File: config.mk
export PLATFORM = sky130hd
export DESIGN_NAME = cmd_apb_arbiter
export DESIGN_NICKNAME = d
export VERILOG_FILES = /design/src/rtl/cmd_apb_arbiter.sv
export SDC_FILE = /design/constraint.sdc
export NUM_CORES = 1
export LEC_CHECK = 0
export CELL_PAD_IN_SITES_DETAIL_PLACEMENT = 0
export CELL_PAD_IN_SITES_GLOBAL_PLACEMENT = 1
export CORE_ASPECT_RATIO = 1.25
export CORE_MARGIN = 2
export CORE_UTILIZATION = 27
export CTS_CLUSTER_DIAMETER = 40
export CTS_CLUSTER_SIZE = 8
export DETAILED_ROUTE_END_ITERATION = 7
export PLACE_DENSITY = 0.93
export SYNTH_ARGS = -nofsm -noshare
export SYNTH_HDL_FRONTEND = slang
export SYNTH_SLANG_ARGS = --single-unit
File: constraint.sdc
create_clock -name cmd_clk -period 3.22 [get_ports cmd_clk]
set_clock_uncertainty 0.05 [all_clocks]
set_input_delay 0.644 -clock cmd_clk [delete_from_list [all_inputs] [get_ports cmd_clk]]
set_output_delay 0.644 -clock cmd_clk [all_outputs]
set_load 0.005 [all_outputs]
File: src/rtl/cmd_apb_arbiter.sv
`default_nettype none
// ============================================================================
// Module   : cmd_apb_arbiter
// Purpose  : Round-robin arbiter sharing one decoded-command APB bridge port
//            between NREQ requesters in the cmd_clk domain. The granted
//            requester's payload is latched and driven downstream; the
//            completion (read data / success / error) is routed back to the
//            granted requester only, with an error-acknowledge to the bridge.
// Options  : CMD_ARB_TIMEOUT_EN - builds a BUSY watchdog that turns a hung
//            transaction into an error after TIMEOUT cycles.
// Ports    : cmd_clk, areset_n (async, low), cmd_rst (sync, high)
//            req_vld_i/req_dir_i/req_tag_i/req_lun_i/req_adr_i/req_val_i
//              - packed per-requester command inputs
//            req_rdy_o/req_err_o - one-cycle completion pulses, req_val_o data
//            gnt_o - one-hot grant while BUSY
//            cmd_vld_o/dir/tag/lun/adr/val_o - latched downstream command
//            cmd_ack_o - error acknowledge pulse to the bridge
//            cmd_rdy_i/cmd_err_i/cmd_val_i - downstream completion
// Revision : 1.0 - initial release
// ============================================================================
module cmd_apb_arbiter #(
    parameter int NREQ    = 4,
    parameter int TIMEOUT = 1024
) (
    input  logic             cmd_clk,
    input  logic             areset_n,
    input  logic             cmd_rst,
    input  logic [NREQ-1:0]    req_vld_i,
    input  logic [NREQ-1:0]    req_dir_i,
    input  logic [4*NREQ-1:0]  req_tag_i,
    input  logic [4*NREQ-1:0]  req_lun_i,
    input  logic [28*NREQ-1:0] req_adr_i,
    input  logic [16*NREQ-1:0] req_val_i,
    output logic [NREQ-1:0]    req_rdy_o,
    output logic [NREQ-1:0]    req_err_o,
    output logic [15:0]        req_val_o,
    output logic [NREQ-1:0]    gnt_o,
    output logic               cmd_vld_o,
    output logic               cmd_dir_o,
    output logic [3:0]         cmd_tag_o,
    output logic [3:0]         cmd_lun_o,
    output logic [27:0]        cmd_adr_o,
    output logic [15:0]        cmd_val_o,
    output logic               cmd_ack_o,
    input  logic               cmd_rdy_i,
    input  logic               cmd_err_i,
    input  logic [15:0]        cmd_val_i
);

    localparam int         c_ptr_w   = $clog2(NREQ);
    localparam logic [1:0] c_st_idle = 2'd0;
    localparam logic [1:0] c_st_busy = 2'd1;
    localparam logic [1:0] c_st_done = 2'd2;

    // Elaboration-time guard on the supported parameter range.
    if (NREQ < 2 || NREQ > 8 || TIMEOUT < 2 || TIMEOUT > 65535) begin : g_param_chk
        $error("cmd_apb_arbiter: parameter out of range");
    end

    logic [1:0]         r_state, w_state_nxt;
    logic [c_ptr_w-1:0] r_ptr, w_sel;
    logic               w_any, w_ok, w_err, w_tmo;

    logic [NREQ-1:0] r_gnt, r_rdy, r_err;
    logic [15:0]     r_rval;
    logic            r_vld, r_dir, r_ack;
    logic [3:0]      r_tag, r_lun;
    logic [27:0]     r_adr;
    logic [15:0]     r_val;

    // Unpack the flat request buses so the winner can be selected by index.
    logic [3:0]  w_tag [NREQ];
    logic [3:0]  w_lun [NREQ];
    logic [27:0] w_adr [NREQ];
    logic [15:0] w_val [NREQ];

    for (genvar gi = 0; gi < NREQ; gi++) begin : g_unpack
        assign w_tag[gi] = req_tag_i[4*gi +: 4];
        assign w_lun[gi] = req_lun_i[4*gi +: 4];
        assign w_adr[gi] = req_adr_i[28*gi +: 28];
        assign w_val[gi] = req_val_i[16*gi +: 16];
    end

    // Round-robin pick: walk offsets from the far end down to ptr+1 so the
    // nearest set bit after the last grant is the one that sticks.
    always_comb begin
        w_sel = r_ptr;
        w_any = 1'b0;
        for (int off = NREQ; off >= 1; off--) begin
            if (req_vld_i[c_ptr_w'((int'(r_ptr) + off) % NREQ)]) begin
                w_sel = c_ptr_w'((int'(r_ptr) + off) % NREQ);
                w_any = 1'b1;
            end
        end
    end

`ifdef CMD_ARB_TIMEOUT_EN
    localparam logic [15:0] c_tmo_lim = 16'(TIMEOUT - 1);
    logic [15:0] r_wdog;

    always_ff @(posedge cmd_clk or negedge areset_n) begin
        if (!areset_n) begin
            r_wdog <= '0;
        end else if (cmd_rst || r_state != c_st_busy) begin
            r_wdog <= '0;
        end else begin
            r_wdog <= r_wdog + 16'd1;
        end
    end

    // A real completion on the same edge outranks the watchdog.
    assign w_tmo = (r_state == c_st_busy) && (r_wdog == c_tmo_lim) && !cmd_rdy_i && !cmd_err_i;
`else
    assign w_tmo = 1'b0;
`endif

    // Error (real or watchdog) beats a simultaneous success.
    assign w_err = cmd_err_i | w_tmo;
    assign w_ok  = cmd_rdy_i & ~w_err;

    always_comb begin
        w_state_nxt = r_state;
        case (r_state)
            c_st_idle: if (w_any) w_state_nxt = c_st_busy;
            c_st_busy: if (w_err || w_ok) w_state_nxt = c_st_done;
            default:   w_state_nxt = c_st_idle;
        endcase
    end

    always_ff @(posedge cmd_clk or negedge areset_n) begin
        if (!areset_n) begin
            r_state <= c_st_idle;
            r_ptr   <= c_ptr_w'(NREQ - 1);
            r_gnt   <= '0;
            r_rdy   <= '0;
            r_err   <= '0;
            r_rval  <= '0;
            r_vld   <= 1'b0;
            r_dir   <= 1'b0;
            r_ack   <= 1'b0;
            r_tag   <= '0;
            r_lun   <= '0;
            r_adr   <= '0;
            r_val   <= '0;
        end else if (cmd_rst) begin
            r_state <= c_st_idle;
            r_ptr   <= c_ptr_w'(NREQ - 1);
            r_gnt   <= '0;
            r_rdy   <= '0;
            r_err   <= '0;
            r_rval  <= '0;
            r_vld   <= 1'b0;
            r_dir   <= 1'b0;
            r_ack   <= 1'b0;
            r_tag   <= '0;
            r_lun   <= '0;
            r_adr   <= '0;
            r_val   <= '0;
        end else begin
            r_state <= w_state_nxt;
            r_rdy   <= '0;
            r_err   <= '0;
            r_ack   <= 1'b0;
            case (r_state)
                c_st_idle: begin
                    if (w_any) begin
                        r_gnt <= NREQ'(1) << w_sel;
                        r_vld <= 1'b1;
                        r_ptr <= w_sel;
                        r_dir <= req_dir_i[w_sel];
                        r_tag <= w_tag[w_sel];
                        r_lun <= w_lun[w_sel];
                        r_adr <= w_adr[w_sel];
                        r_val <= w_val[w_sel];
                    end
                end
                c_st_busy: begin
                    if (w_err) begin
                        r_err <= r_gnt;
                        r_ack <= 1'b1;
                        r_vld <= 1'b0;
                        r_gnt <= '0;
                    end else if (w_ok) begin
                        r_rdy  <= r_gnt;
                        r_rval <= cmd_val_i;
                        r_vld  <= 1'b0;
                        r_gnt  <= '0;
                    end
                end
                default: ;
            endcase
        end
    end

    assign req_rdy_o = r_rdy;
    assign req_err_o = r_err;
    assign req_val_o = r_rval;
    assign gnt_o     = r_gnt;
    assign cmd_vld_o = r_vld;
    assign cmd_dir_o = r_dir;
    assign cmd_tag_o = r_tag;
    assign cmd_lun_o = r_lun;
    assign cmd_adr_o = r_adr;
    assign cmd_val_o = r_val;
    assign cmd_ack_o = r_ack;

endmodule
`default_nettype wire

# After elaboration in Yosys (flattened, before gate mapping)
# Cells that the tools add are included.
[totals]
reg_bits = 87
in_bits = 237
output_inout_bits = 83
[classes]
addsub = 4
magnitude_cmp = 6
n_eq_ne = 5
shift = 1
n_mux = 80
bitwise = 3
reduce_logical = 11
[ops]
columns = ["op", "n"]
rows = [
  ["2-to-1 mux 16 bit", 9],
  ["2-to-1 mux 28 bit", 5],
  ["2-to-1 mux 4 bit", 21],
  ["binary-select mux 28 bit (select 2 bit)", 1],
  ["binary-select mux 16 bit (select 2 bit)", 1],
  ["2-to-1 mux 1 bit", 23],
  ["2-to-1 mux 2 bit", 10],
  ["binary-select mux 4 bit (select 2 bit)", 2],
  ["< comparator 2 x 4 -> 1 bit (second input constant)", 4],
  ["binary-select mux 1 bit (select 2 bit)", 5],
  ["case mux 4 bit (2 select lines)", 1],
  ["nonzero test 2 bit", 4],
  ["!= test 3 bit (second input constant)", 2],
  ["AND reduction 3 bit", 2],
  ["adder 2 x 1 -> 2 bit (second input constant)", 2],
  ["adder 2 bit (second input constant)", 2],
  ["!= test 4 bit (second input constant)", 1],
  ["case mux 2 bit (2 select lines)", 1],
  ["AND reduction 2 bit", 2],
  ["left shift 1 x 2 -> 4 bit (first input constant)", 1],
  ["greater-or-equal comparator 3 bit (second input constant)", 1],
  ["< comparator 2 x 3 -> 1 bit (second input constant)", 1],
  ["NOT 2 -> 3 bit", 1],
  ["nonzero test 3 bit", 1],
  ["7 further kinds", 7],
]

# Logic depth before layout (Yosys ltp)
# Gate-level depths: netlist (run 1).
[logic_depth]
depth_word = 15
mapped_depth = 8
mapped_depth_nobuf = 5

# Worst setup path before layout (run 1)
# No wires, ideal clock.
[synth_path]
path_type = "input to register"
startpoint = "input req_vld_i[1]"
endpoint = "register r_adr[17] (netlist: cmd_adr_o[17])"
setup_time_ns = 0.126
arrival_time_ns = 1.988
setup_slack_ns = 1.056
stages = 6
path_buffers = 1
path_cell_list = "or4_4 > and3b_4 > nand4_4 > buf_4 > o21ai_0 > a221o_1"
[synth_via]
elab_chain_len = 14
word_cells_on_any_way = 29
classes_between = "mux: 26; bitwise: 1; reduce/logical: 2"
[synth_rtl]
columns = ["item", "line", "rtl"]
rows = [
  ["start: declaration", "28", "input logic [NREQ-1:0] req_vld_i,"],
  ["binary-select mux 1 bit (select 2 bit)", "90", "if (req_vld_i[c_ptr_w'((int'(r_ptr) + off) % NREQ)]) begin"],
  ["2-to-1 mux 1 bit (implied by the code) (2 in series)", "90", ""],
  ["2-to-1 mux 2 bit (4 in series)", "90", ""],
  ["NOT 2 -> 3 bit (implied by the code)", "173", "r_adr <= w_adr[w_sel];"],
  ["binary-select mux 28 bit (select 2 bit)", "173", ""],
  ["2-to-1 mux 28 bit (implied by the code) (2 in series)", "173", ""],
  ["2-to-1 mux 28 bit", "166", "if (w_any) begin"],
  ["2-to-1 mux 28 bit", "164", "case (r_state)"],
  ["2-to-1 mux 28 bit", "145", "end else if (cmd_rst) begin"],
  ["end signal: assignment", "173", ""],
  ["end: declaration", "68", "logic [27:0] r_adr;"],
]
# Several ways; a longest one is shown, not always the timed one. The select of a mux whose other input is x is not followed.
# A chain may end at the register's enable or synchronous reset.

# Worst setup path in the final report (run 1)
[layout_path]
startpoint = "input req_vld_i[0]"
endpoint = "register r_adr[8] (netlist: cmd_adr_o[8])"
# The elaborated chain is that of the path after synthesis.

==> results by group, run 1 <==
Clock network
  • Post_cts resized: 0
  • Cts bufs inserted: 9
  • CTS tree: built
  • Root buffer cell: clkbuf_16
  • Clk sink count: 87
  • Clock latency at the later pin of the worst-skew pair: 0.33 ns
  • Setup bufs post-CTS: 0
  • Hold buffers post-CTS: 0
  • Clk buf depth: 2
  • Clk slew on worst S/H paths: 0.06 ns
  • Htree depth: 3

Power and ir drop
  • Internal power: 2.60 mW
  • Seq pwr share: 0.372
  • Clk pwr share: 0.294
  • Sw Share: 0.270
  • Peak supply drop: 208 uV
  • Switching power total: 0.962 mW
  • Pwr/cell area: 428 nW/um^2
  • Leakage: 3.53 nW
  • Comb pwr share: 0.333

STA
  • Unrepaired setup endpoints after global routing: false
  • Final hold vios: 0
  • Finish-stage setup viols: 0
  • Final Critical Period: 2.63 ns
  • Worst setup margin: 0.590 ns
  • Setup Total Neg Slack: 0 ns
  • Period utilization: 0.817
  • Relative slew slack: 0.522
  • Least-Margin Pin Slew: 0.707 ns
  • Max-slew violation count: 0
  • Max Fclk: 380 MHz

Finish
  • # diodes: 0
  • Multi-input logic area: 2180 sq um
  • Syn-to-layout area delta: 84.3%
  • Net count reported at finish: 972
  • Register area: 2180 sq um
  • Share of cells above drive strength 1: 0.0595
  • Fillcell total: 1498

Global routing
  • Largest net degree at the start of global routing: 56
  • Initial antenna violation count: 1
  • Gr usage total: 0.187
  • Vias in the first global route: 4770
  • Remaining Overflow, GRT: 0
  • First-pass GRT wire length: 26000 um

Worst setup path
  • CP max-delay cell: or4_4
  • CP max stage delay: 0.59 ns
  • Worst R2R End: cmd_lun_o[3]
  • Critical R2R Launch: r_ptr[1]
  • Worst path top cell family by delay: simple AND/OR/NAND/NOR gates
  • CP required: 3.37 ns
  • Crit-path max FO: 17
  • Crit path from: req_vld_i[0]
  • Reg2Reg Depth: 6
  • WP depth: 6
  • Crit path DAT: 2.78 ns
  • CP startpoint kind: input pin
  • WS Path Type: input pin to register
  • Crit-path cells: clkdlybuf4s50_1 -> or4_4 -> nand3b_1 -> a21oi_4 -> buf_4 -> a221o_1
  • Buf/Inv on CP: 2
  • Register-to-register setup slack: 0.98 ns
  • Crit end category: register

Logic synthesis
  • Number of enable flip-flop cells after synthesis: 0
  • Synth cell count leaders: 85 x dfrtp_1, 63 x mux2i_1, 60 x nand2_1
  • Synth top area share: 0.471
  • Syn avg cell area: 10.7 sq um
  • Multiplexer area fraction after synthesis: 0.140
  • Synth unique cells: 42
  • Syn nets: 658
  • Post-Synth XOR/XNOR Area: 0
  • Post-Synth Simple-Gate Area: 0.109
  • Async SR Flop Fraction: 1.00
  • Register bit count reported by yosys: 87
  • Most numerous cell in the Yosys netlist: dfrtp_1
  • Sequential area share after synthesis: 0.483
  • Synthesized cell area: 4520 sq um
  • Top area cells in the synthesized netlist: dfrtp_1 47%, mux2i_1 14%, a221o_1 12%
  • Cells after Synth: 421
  • Largest family of logic cells by synthesized area: compound AO/OA/AOI/OAI gates
  • Ys flop type: dfrtp_1
  • Largest area contributor in the netlist: dfrtp_1
  • Adder-cell share of the synthesized area: 0
  • Yosys warnings: 0
  • Compound-gate portion of the synthesized area: 0.225

Route
  • Initial DRC Count: 239
  • Drt via density: 4.84
  • Via Count: 4627
  • Initial DRT Pass Iterations: 4
  • Routed length per instance: 17.7 um
  • Antenna viol nets, final: 0
  • Final WL: 16900 um
  • DRC errors left: 0

Placement
  • Buffers on Ports: 319
  • GP Congestion: 0.791
  • Hpwl dp: 13100 um
  • Pre-CTS setup slack: 0.254 ns

Job
  • Max_cap viols: 0

Floorplanning
  • # IOs: 320
  • Die width: 120 um
  • Die Span Y: 149 um
  • Starting density of the core: 0.278
  • Rows: 52
  • Die Area: 17800 sq um
  • Core Footprint: 16300 sq um

Status
  • Outcome: complete, no violations

Worst hold path
  • Min-Delay Path Class: input pin to async pin
-- worst register-to-register path, cell delays in order, from the launching register on --
cell      delay (ns)
dfstp_2         0.61
mux2i_1         0.13
a221oi_4        0.40
buf_12          0.29
mux2i_1         0.30
o21ai_0         0.09
a221o_1         0.26
-- logic make-up after synthesis --
| group | Yosys count |
|---|---|
| compound gates | 134 |
| simple gates | 102 |
| mux | 63 |
| flops | 87 |
| buf+inv | 35 |
-- cells in the final DEF, fill, tap and decap left out, types with 2 or more instances in the layout --
master / Yosys / routed
a21oi_4: 1 / 2
nand2_1: 60 / 60
nand3_1: 2 / 2
a22o_1: 9 / 9
a21oi_1: 4 / 3
nand3b_1: 2 / 2
nor2_1: 13 / 13
clkbuf_16: 0 / 9
and2_1: 8 / 8
clkinv_2: 0 / 2
o21ai_0: 38 / 38
nor3b_1: 2 / 2
dfstp_2: 2 / 2
o21ai_1: 17 / 17
clkinv_4: 0 / 2
inv_1: 4 / 4
nand2b_1: 3 / 3
dfrtp_1: 85 / 85
and3_1: 2 / 2
buf_4: 7 / 10
o211ai_1: 2 / 2
buf_12: 0 / 6
a21o_1: 3 / 3
clkdlybuf4s50_1: 0 / 318
a221o_1: 52 / 52
mux2i_1: 63 / 63
-- how the worst max path moves through the flow --
stage,endpoint,slack [ns]
2_1_floorplan,cmd_adr_o[17],1.06
3_3_place_gp,cmd_lun_o[3],0.29
3_5_place_dp,cmd_adr_o[8],0.25
4_1_cts,cmd_adr_o[8],0.61
5_1_grt,cmd_adr_o[9],0.50
6_report,cmd_adr_o[8],0.59
-- power by group through the flow --
stage / Sequential, mW / Clock (mW) / Combinational (mW)
6_report: 1.33 / 1.05 / 1.19
5_1_grt: 1.35 / 1.14 / 1.28
4_1_cts: 1.33 / 1.08 / 1.20
3_5_place_dp: 1.34 / 0 / 1.20
3_3_place_gp: 1.34 / 0 / 1.19
2_1_floorplan: 1.34 / 0 / 0.463
-- cell type report --
| type | instances | share of cell area |
|---|---|---|
| clock buffers | 11 | 0.0292 |
| clock inverters | 5 | 0.00692 |
| inverters | 4 | 0.00180 |
| multi-input cells | 299 | 0.262 |
| flip-flops and latches | 87 | 0.262 |
| well taps | 216 | 0.0325 |
| repair buffers | 334 | 0.406 |
-- through the flow --
step | instances | hold slack [ns] | util | area [sq um] | total power, mW
detailed placement | 940 | 0.432 | 0.493 | 8020 | 2.55
global placement | 940 | 0.430 | 0.493 | 8020 | 2.53
CTS | 956 | 0.240 | 0.512 | 8320 | 3.62
finish | 956 | 0.223 | 0.512 | 8320 | 3.56
floorplan | 421 | 0.298 | - | 4520 | 1.80
global route | 956 | 0.260 | 0.512 | 8320 | 3.76
-- flip-flops by register name, summed over array words and instances, names as in the netlist --
| name | count |
|---|---|
| cmd_ack_o | 1 |
| cmd_adr_o | 28 |
| cmd_dir_o | 1 |
| cmd_lun_o | 4 |
| cmd_tag_o | 4 |
| cmd_val_o | 16 |
| cmd_vld_o | 1 |
| gnt_o | 4 |
| r_ptr | 2 |
| r_state | 2 |
| req_err_o | 4 |
| req_rdy_o | 4 |
| req_val_o | 16 |
-- per-layer routing --
metal / up-vias / track usage / share of wire
li1: 2212 / - / -
met1: 2157 / 0.220 / 0.38
met2: 221 / 0.318 / 0.50
met3: 35 / 0.0606 / 0.079
met4: 2 / 0.0647 / 0.032
met5: - / 0 / 0.00095
(Power assumes the default switching activity.)
==> inputs of run 2 (changes only) <==
CORE_UTILIZATION = 25   (was 27)
PLACE_DENSITY = 0.87   (was 0.93)
clock period = 2.5 ns   (was 3.22 ns; I/O delays follow)
==> results by group, run 2 (synthesis gave the netlist of run 1 again) <==
Status
  • Outcome: complete, no violations

Power and ir drop
  • Internal power: 3.44 mW (+32%)
  • Peak supply drop: 314 uV (+51%)
  • Pwr/cell area: 552 nW/um^2 (+29%)
  • Switching power total: 1.31 mW (+36%)
  • Leakage: 3.67 nW (+3.8%)
  • Total power draw: 4.74 mW (+33%)
  • Clk pwr share: 0.296 (+0.002)
  • Comb pwr share: 0.345 (+0.012)
  • Seq pwr share: 0.359 (-0.013)
  • Sw Share: 0.275 (+0.00518)

STA
  • Least-Margin Pin Slew: 0.617 ns (-0.0895 ns)
  • Final hold vios: 0 (unchanged)
  • Relative slew slack: 0.587 (+0.0649)
  • Period utilization: 0.938
  • Hold_ws: 0.424 ns (+0.202 ns)
  • Unrepaired setup endpoints after global routing: false
  • Final Critical Period: 2.34 ns
  • Finish-stage setup viols: 0 (unchanged)
  • Worst setup margin: 0.156 ns (-0.435 ns)
  • Setup Total Neg Slack: 0 ns (unchanged)
  • Max-slew violation count: 0 (unchanged)
  • Max Fclk: 427 MHz

Finish
  • Most frequent cells in the layout: 318 x clkdlybuf4s50_1, 85 x dfrtp_1, 63 x mux2i_1
  • Syn-to-layout area delta: 90.4%
  • Most common cell after layout, fill and taps aside: clkdlybuf4s50_1
  • Design Area, Final: 8600 sq um (+3.3%)
  • Share of cells above drive strength 1: 0.0890 (+0.0295)
  • Net count reported at finish: 996 (+2.5%)
  • Core Util, Final: 0.490 (-0.0222)
  • Max reg flops: 28 (unchanged)
  • Cell Count, Final, Fillers Out: 989 (+3.5%)

Clock network
  • Clock latency at the later pin of the worst-skew pair: 0.34 ns (about the same)
  • Post_cts resized: 0 (unchanged)
  • Hold buffers post-CTS: 1 (+1)
  • Setup bufs post-CTS: 0 (unchanged)
  • Htree depth: 3 (unchanged)
  • CTS tree: built
  • Clk slew on worst S/H paths: 0.07 ns (about the same)
  • Cts bufs inserted: 9 (unchanged)
  • Root buffer cell: clkbuf_16
  • Clk buf depth: 2 (unchanged)
  • Clk sink count: 87 (unchanged)

Floorplanning
  • Die width: 124 um (+3.8%)
  • Die Area: 19200 sq um (+7.8%)
  • Core Footprint: 17600 sq um (+8.0%)
  • Rows: 54 (+3.8%)
  • Die Span Y: 154 um (+3.8%)
  • Starting density of the core: 0.257 (-0.0206)
  • # IOs: 320 (unchanged)

Route
  • Routed length per instance: 17.6 um (-0.69%)
  • DRC errors left: 0 (unchanged)
  • Antenna viol nets, final: 0 (unchanged)
  • Via Count: 4840 (+4.6%)
  • Initial DRT Pass Iterations: 4 (unchanged)
  • Final WL: 17400 um (+2.7%)
  • Drt via density: 4.89 (+1.1%)
  • Initial DRC Count: 225 (-5.9%)

Job
  • Max_cap viols: 0 (unchanged)

Global routing
  • First-pass GRT wire length: 27400 um (+5.3%)
  • Largest net degree at the start of global routing: 44 (-21%)
  • Vias in the first global route: 5019 (+5.2%)
  • Remaining Overflow, GRT: 0 (unchanged)
  • Gr usage total: 0.179 (-0.00722)
  • Initial antenna violation count: 1 (unchanged)

Worst setup path
  • CP max-delay cell: clkdlybuf4s50_1
  • CP max stage delay: 0.56 ns (-0.03 ns)
  • WS Path Type: input pin to register
  • CP required: 2.68 ns (-0.69 ns)
  • CP startpoint kind: input pin
  • Crit-path max FO: 17 (unchanged)
  • Crit path DAT: 2.53 ns (-0.25 ns)
  • Crit end category: register
  • Crit-path cells: clkdlybuf4s50_1 -> mux2i_1 -> a221oi_4 -> buf_12 -> buf_12 -> mux2i_1 -> o21ai_0 -> a221o_1

Worst hold path
  • Min-Delay Path Class: register to register

Placement
  • Hpwl dp: 13500 um (+2.8%)
  • Buffers on Ports: 319 (unchanged)
  • GP Congestion: 0.790 (about the same)
  • Pre-CTS setup slack: -0.223 ns (-0.477 ns)
  • Cells after DPL: 971 (+3.3%)
  • Post-DP Area: 8280 sq um (+3.2%)
==> run 2: cell types whose count changed in the layout (fill, tap and decap cells not counted), sizes merged <==
cell	previous run	this run
dlygate4sd3	0	1
inv	4	6
clkinvlp	0	2
clkinv	4	1
diode	0	1
clkbuf	11	10
buf	16	39
==> run 2: power by group through the flow <==
stage	logic [mW]	clock network, mW	registers, mW
4_1_cts	1.66	1.46	1.71
3_3_place_gp	1.64	0	1.72
6_report	1.64	1.40	1.71
5_1_grt	1.77	1.51	1.73
2_1_floorplan	0.597	0	1.72
3_5_place_dp	1.66	0	1.73
==> run 2: final timing paths <==
path	from	depth (start not counted)	end	slack [ns]
max	req_vld_i[2]	8	cmd_adr_o[4]	0.16
min	cmd_vld_o	2	cmd_vld_o	0.42
max reg2reg	r_ptr[1]	7	cmd_adr_o[4]	0.25
min reg2reg	cmd_vld_o	2	cmd_vld_o	0.42
max in group asynchronous	areset_n	3	cmd_adr_o[12]	1.19
min in group asynchronous	areset_n	2	r_state[1]	0.54
==> run 2: critical path: cells and delay by family <==
family                 cells  cell delay, ns
muxes                      2            0.36
buffers and inverters      3            0.96
AOI/OAI and AO/OA          3            0.70
==> run 2: layout make-up <==
cell class | instances | area, sq um
clock inverter | 6 | 67.6
antenna | 1 | 2.50
fill | 1686 | 8970
inverter | 4 | 15.0
sequential | 87 | 2180
timing repair buffer | 358 | 3640
tap | 224 | 280
clock buffer | 10 | 239
multi-input combinational | 299 | 2180
==> run 2: per-layer routing <==
metal | vias to the layer above | share of wire | global-route usage
li1 | 2264 | - | -
met1 | 2305 | 0.38 | 0.204
met2 | 240 | 0.50 | 0.310
met3 | 31 | 0.089 | 0.0595
met4 | 0 | 0.027 | 0.0722
met5 | - | 0 | 0
==> inputs of run 3 (changes only) <==
CORE_AREA = 2 2 123 125   (was default)
CORE_ASPECT_RATIO = default   (was 1.25)
CORE_MARGIN = default   (was 2)
CORE_UTILIZATION = default   (was 25)
DIE_AREA = 0 0 125 127   (was default)
DONT_BUFFER_PORTS = 1   (was default)
PLACE_DENSITY = 0.64   (was 0.87)
==> results by group, run 3 (synthesis gave the netlist of run 1 again) <==
Power and ir drop
  • Pwr/cell area: 766 nW/um^2 (+39%)
  • Total power draw: 3.87 mW (-18%)
  • Leakage: 2.29 nW (-38%)
  • Peak supply drop: 321 uV (+2.2%)
  • Switching power total: 1.12 mW (-15%)
  • Internal power: 2.75 mW (-20%)
  • Clk pwr share: 0.357 (+0.061)
  • Sw Share: 0.288 (+0.0132)
  • Seq pwr share: 0.458 (+0.099)
  • Comb pwr share: 0.185 (-0.160)

Clock network
  • Clock latency at the later pin of the worst-skew pair: 0.34 ns (about the same)
  • Clk buf depth: 2 (unchanged)
  • Htree depth: 3 (unchanged)
  • Post_cts resized: 0 (unchanged)
  • Cts bufs inserted: 9 (unchanged)
  • Setup bufs post-CTS: 0 (unchanged)
  • CTS tree: built
  • Clk slew on worst S/H paths: 0.07 ns (about the same)
  • Root buffer cell: clkbuf_16
  • Clk sink count: 87 (unchanged)

Status
  • Failing checks: hold timing
  • Outcome: complete, but fails checks

Finish
  • Most frequent cells in the layout: 85 x dfrtp_1, 63 x mux2i_1, 60 x nand2_1
  • Most common cell after layout, fill and taps aside: dfrtp_1
  • Design Area, Final: 5050 sq um (-41%)
  • Core Util, Final: 0.350 (-0.139)
  • Max reg flops: 28 (unchanged)
  • Share of cells above drive strength 1: 0.0981 (+0.00908)
  • Syn-to-layout area delta: 11.9%
  • Net count reported at finish: 650 (-35%)
  • # diodes: 0 (-1)

Floorplanning
  • Rows: 44 (-19%)
  • Die Area: 15900 sq um (-17%)
  • Core Footprint: 14400 sq um (-18%)
  • # IOs: 320 (unchanged)
  • Die Span Y: 127 um (-18%)
  • Starting density of the core: 0.313 (+0.0560)
  • Die width: 125 um (+0.62%)

Route
  • DRC errors left: 0 (unchanged)
  • Via Count: 3508 (-28%)
  • Drt via density: 5.83 (+19%)
  • Final WL: 13500 um (-22%)
  • Antenna viol nets, final: 0 (unchanged)
  • Initial DRC Count: 218 (-3.1%)
  • Initial DRT Pass Iterations: 4 (unchanged)
  • Routed length per instance: 22.5 um (+28%)

STA
  • Hold_ws: -0.203 ns (-0.627 ns)
  • Least-Margin Pin Slew: 0.536 ns (-0.0819 ns)
  • Unrepaired setup endpoints after global routing: false
  • Max Fclk: 422 MHz (-1.1%)
  • Relative slew slack: 0.642 (+0.0548)
  • Setup Total Neg Slack: 0 ns (unchanged)
  • Finish-stage setup viols: 0 (unchanged)
  • Final hold vios: 87 (+87)
  • Max-slew violation count: 0 (unchanged)
  • Period utilization: 0.948 (+0.0105)
  • Final Critical Period: 2.37 ns (+0.0264 ns)

Worst setup path
  • Crit path DAT: 2.55 ns (+0.02 ns)
  • CP required: 2.68 ns (about the same)
  • Crit end category: register
  • Crit-path max FO: 29 (+12)
  • Reg2Reg Depth: 6 (-1)
  • CP startpoint kind: register
  • WS Path Type: register to register

Global routing
  • First-pass GRT wire length: 20100 um (-27%)
  • Largest net degree at the start of global routing: 88 (+100%)
  • Vias in the first global route: 3581 (-29%)
  • Gr usage total: 0.161 (-0.0180)
  • Remaining Overflow, GRT: 0 (unchanged)
  • Initial antenna violation count: 0 (-1)

Job
  • Max_cap viols: 0 (unchanged)

Placement
  • Post-DP Area: 4740 sq um (-43%)
  • Hpwl dp: 10000 um (-26%)
  • GP Congestion: 0.813 (+2.9%)
  • Buffers on Ports: 0 (-100%)

Worst hold path
  • Min-Delay Path Class: input pin to async pin
[run 3: path summary, 6_finish.rpt]
path,from,endpoint,slack [ns]
worst min register to register,req_val_o[10],req_val_o[10],0.48
max in group asynchronous,areset_n,cmd_lun_o[3],2.42
min in group cmd_clk,cmd_rst,req_val_o[3],0.16
worst max register to register,r_ptr[1],cmd_tag_o[3],0.13
worst min-delay path,areset_n,cmd_val_o[15],-0.20
worst max-delay path,r_ptr[1],cmd_tag_o[3],0.13
[run 3: worst max-delay path, cell delays in order, from the launching register on]
cell      delay (ns)
dfstp_2         0.62
mux2i_1         0.14
a221oi_4        0.43
buf_12          0.26
mux2i_1         0.30
o21ai_0         0.13
a221o_1         0.27
[run 3: power by group through the flow]
| stage | registers, mW | clock network, mW | logic (mW) |
|---|---|---|---|
| after floorplan | 1.72 | 0 | 0.597 |
| after global placement | 1.80 | 0 | 0.701 |
| after detailed placement | 1.80 | 0 | 0.726 |
| after CTS | 1.78 | 1.42 | 0.723 |
| after global routing | 1.80 | 1.48 | 0.792 |
| final | 1.77 | 1.38 | 0.716 |
[run 3: layout make-up]
class,instances,area [sq um]
fill,1444,9370
sequential,87,2180
multi-input combinational,299,2180
clock buffer,10,239
tap,184,230
timing repair buffer,12,140
clock inverter,6,68.8
inverter,4,15.0
[run 3: metrics by stage]
stage	hold WS (ns)	worst slack [ns]	cells
2_1_floorplan	0.154	0.355	421
3_3_place_gp	0.156	0.141	586
3_5_place_dp	0.156	0.0919	586
4_1_cts	-0.220	0.0667	602
5_1_grt	-0.224	0.0179	602
6_report	-0.203	0.129	602
[run 3: routing by layer]
layer,vias up,part of all wire,routed length (um),GRT usage
li1,1568,-,-,-
met1,1712,0.38,5140,0.186
met2,214,0.51,6860,0.276
met3,14,0.10,1350,0.0666
met4,0,0.014,185,0.0477
met5,-,0,0,0
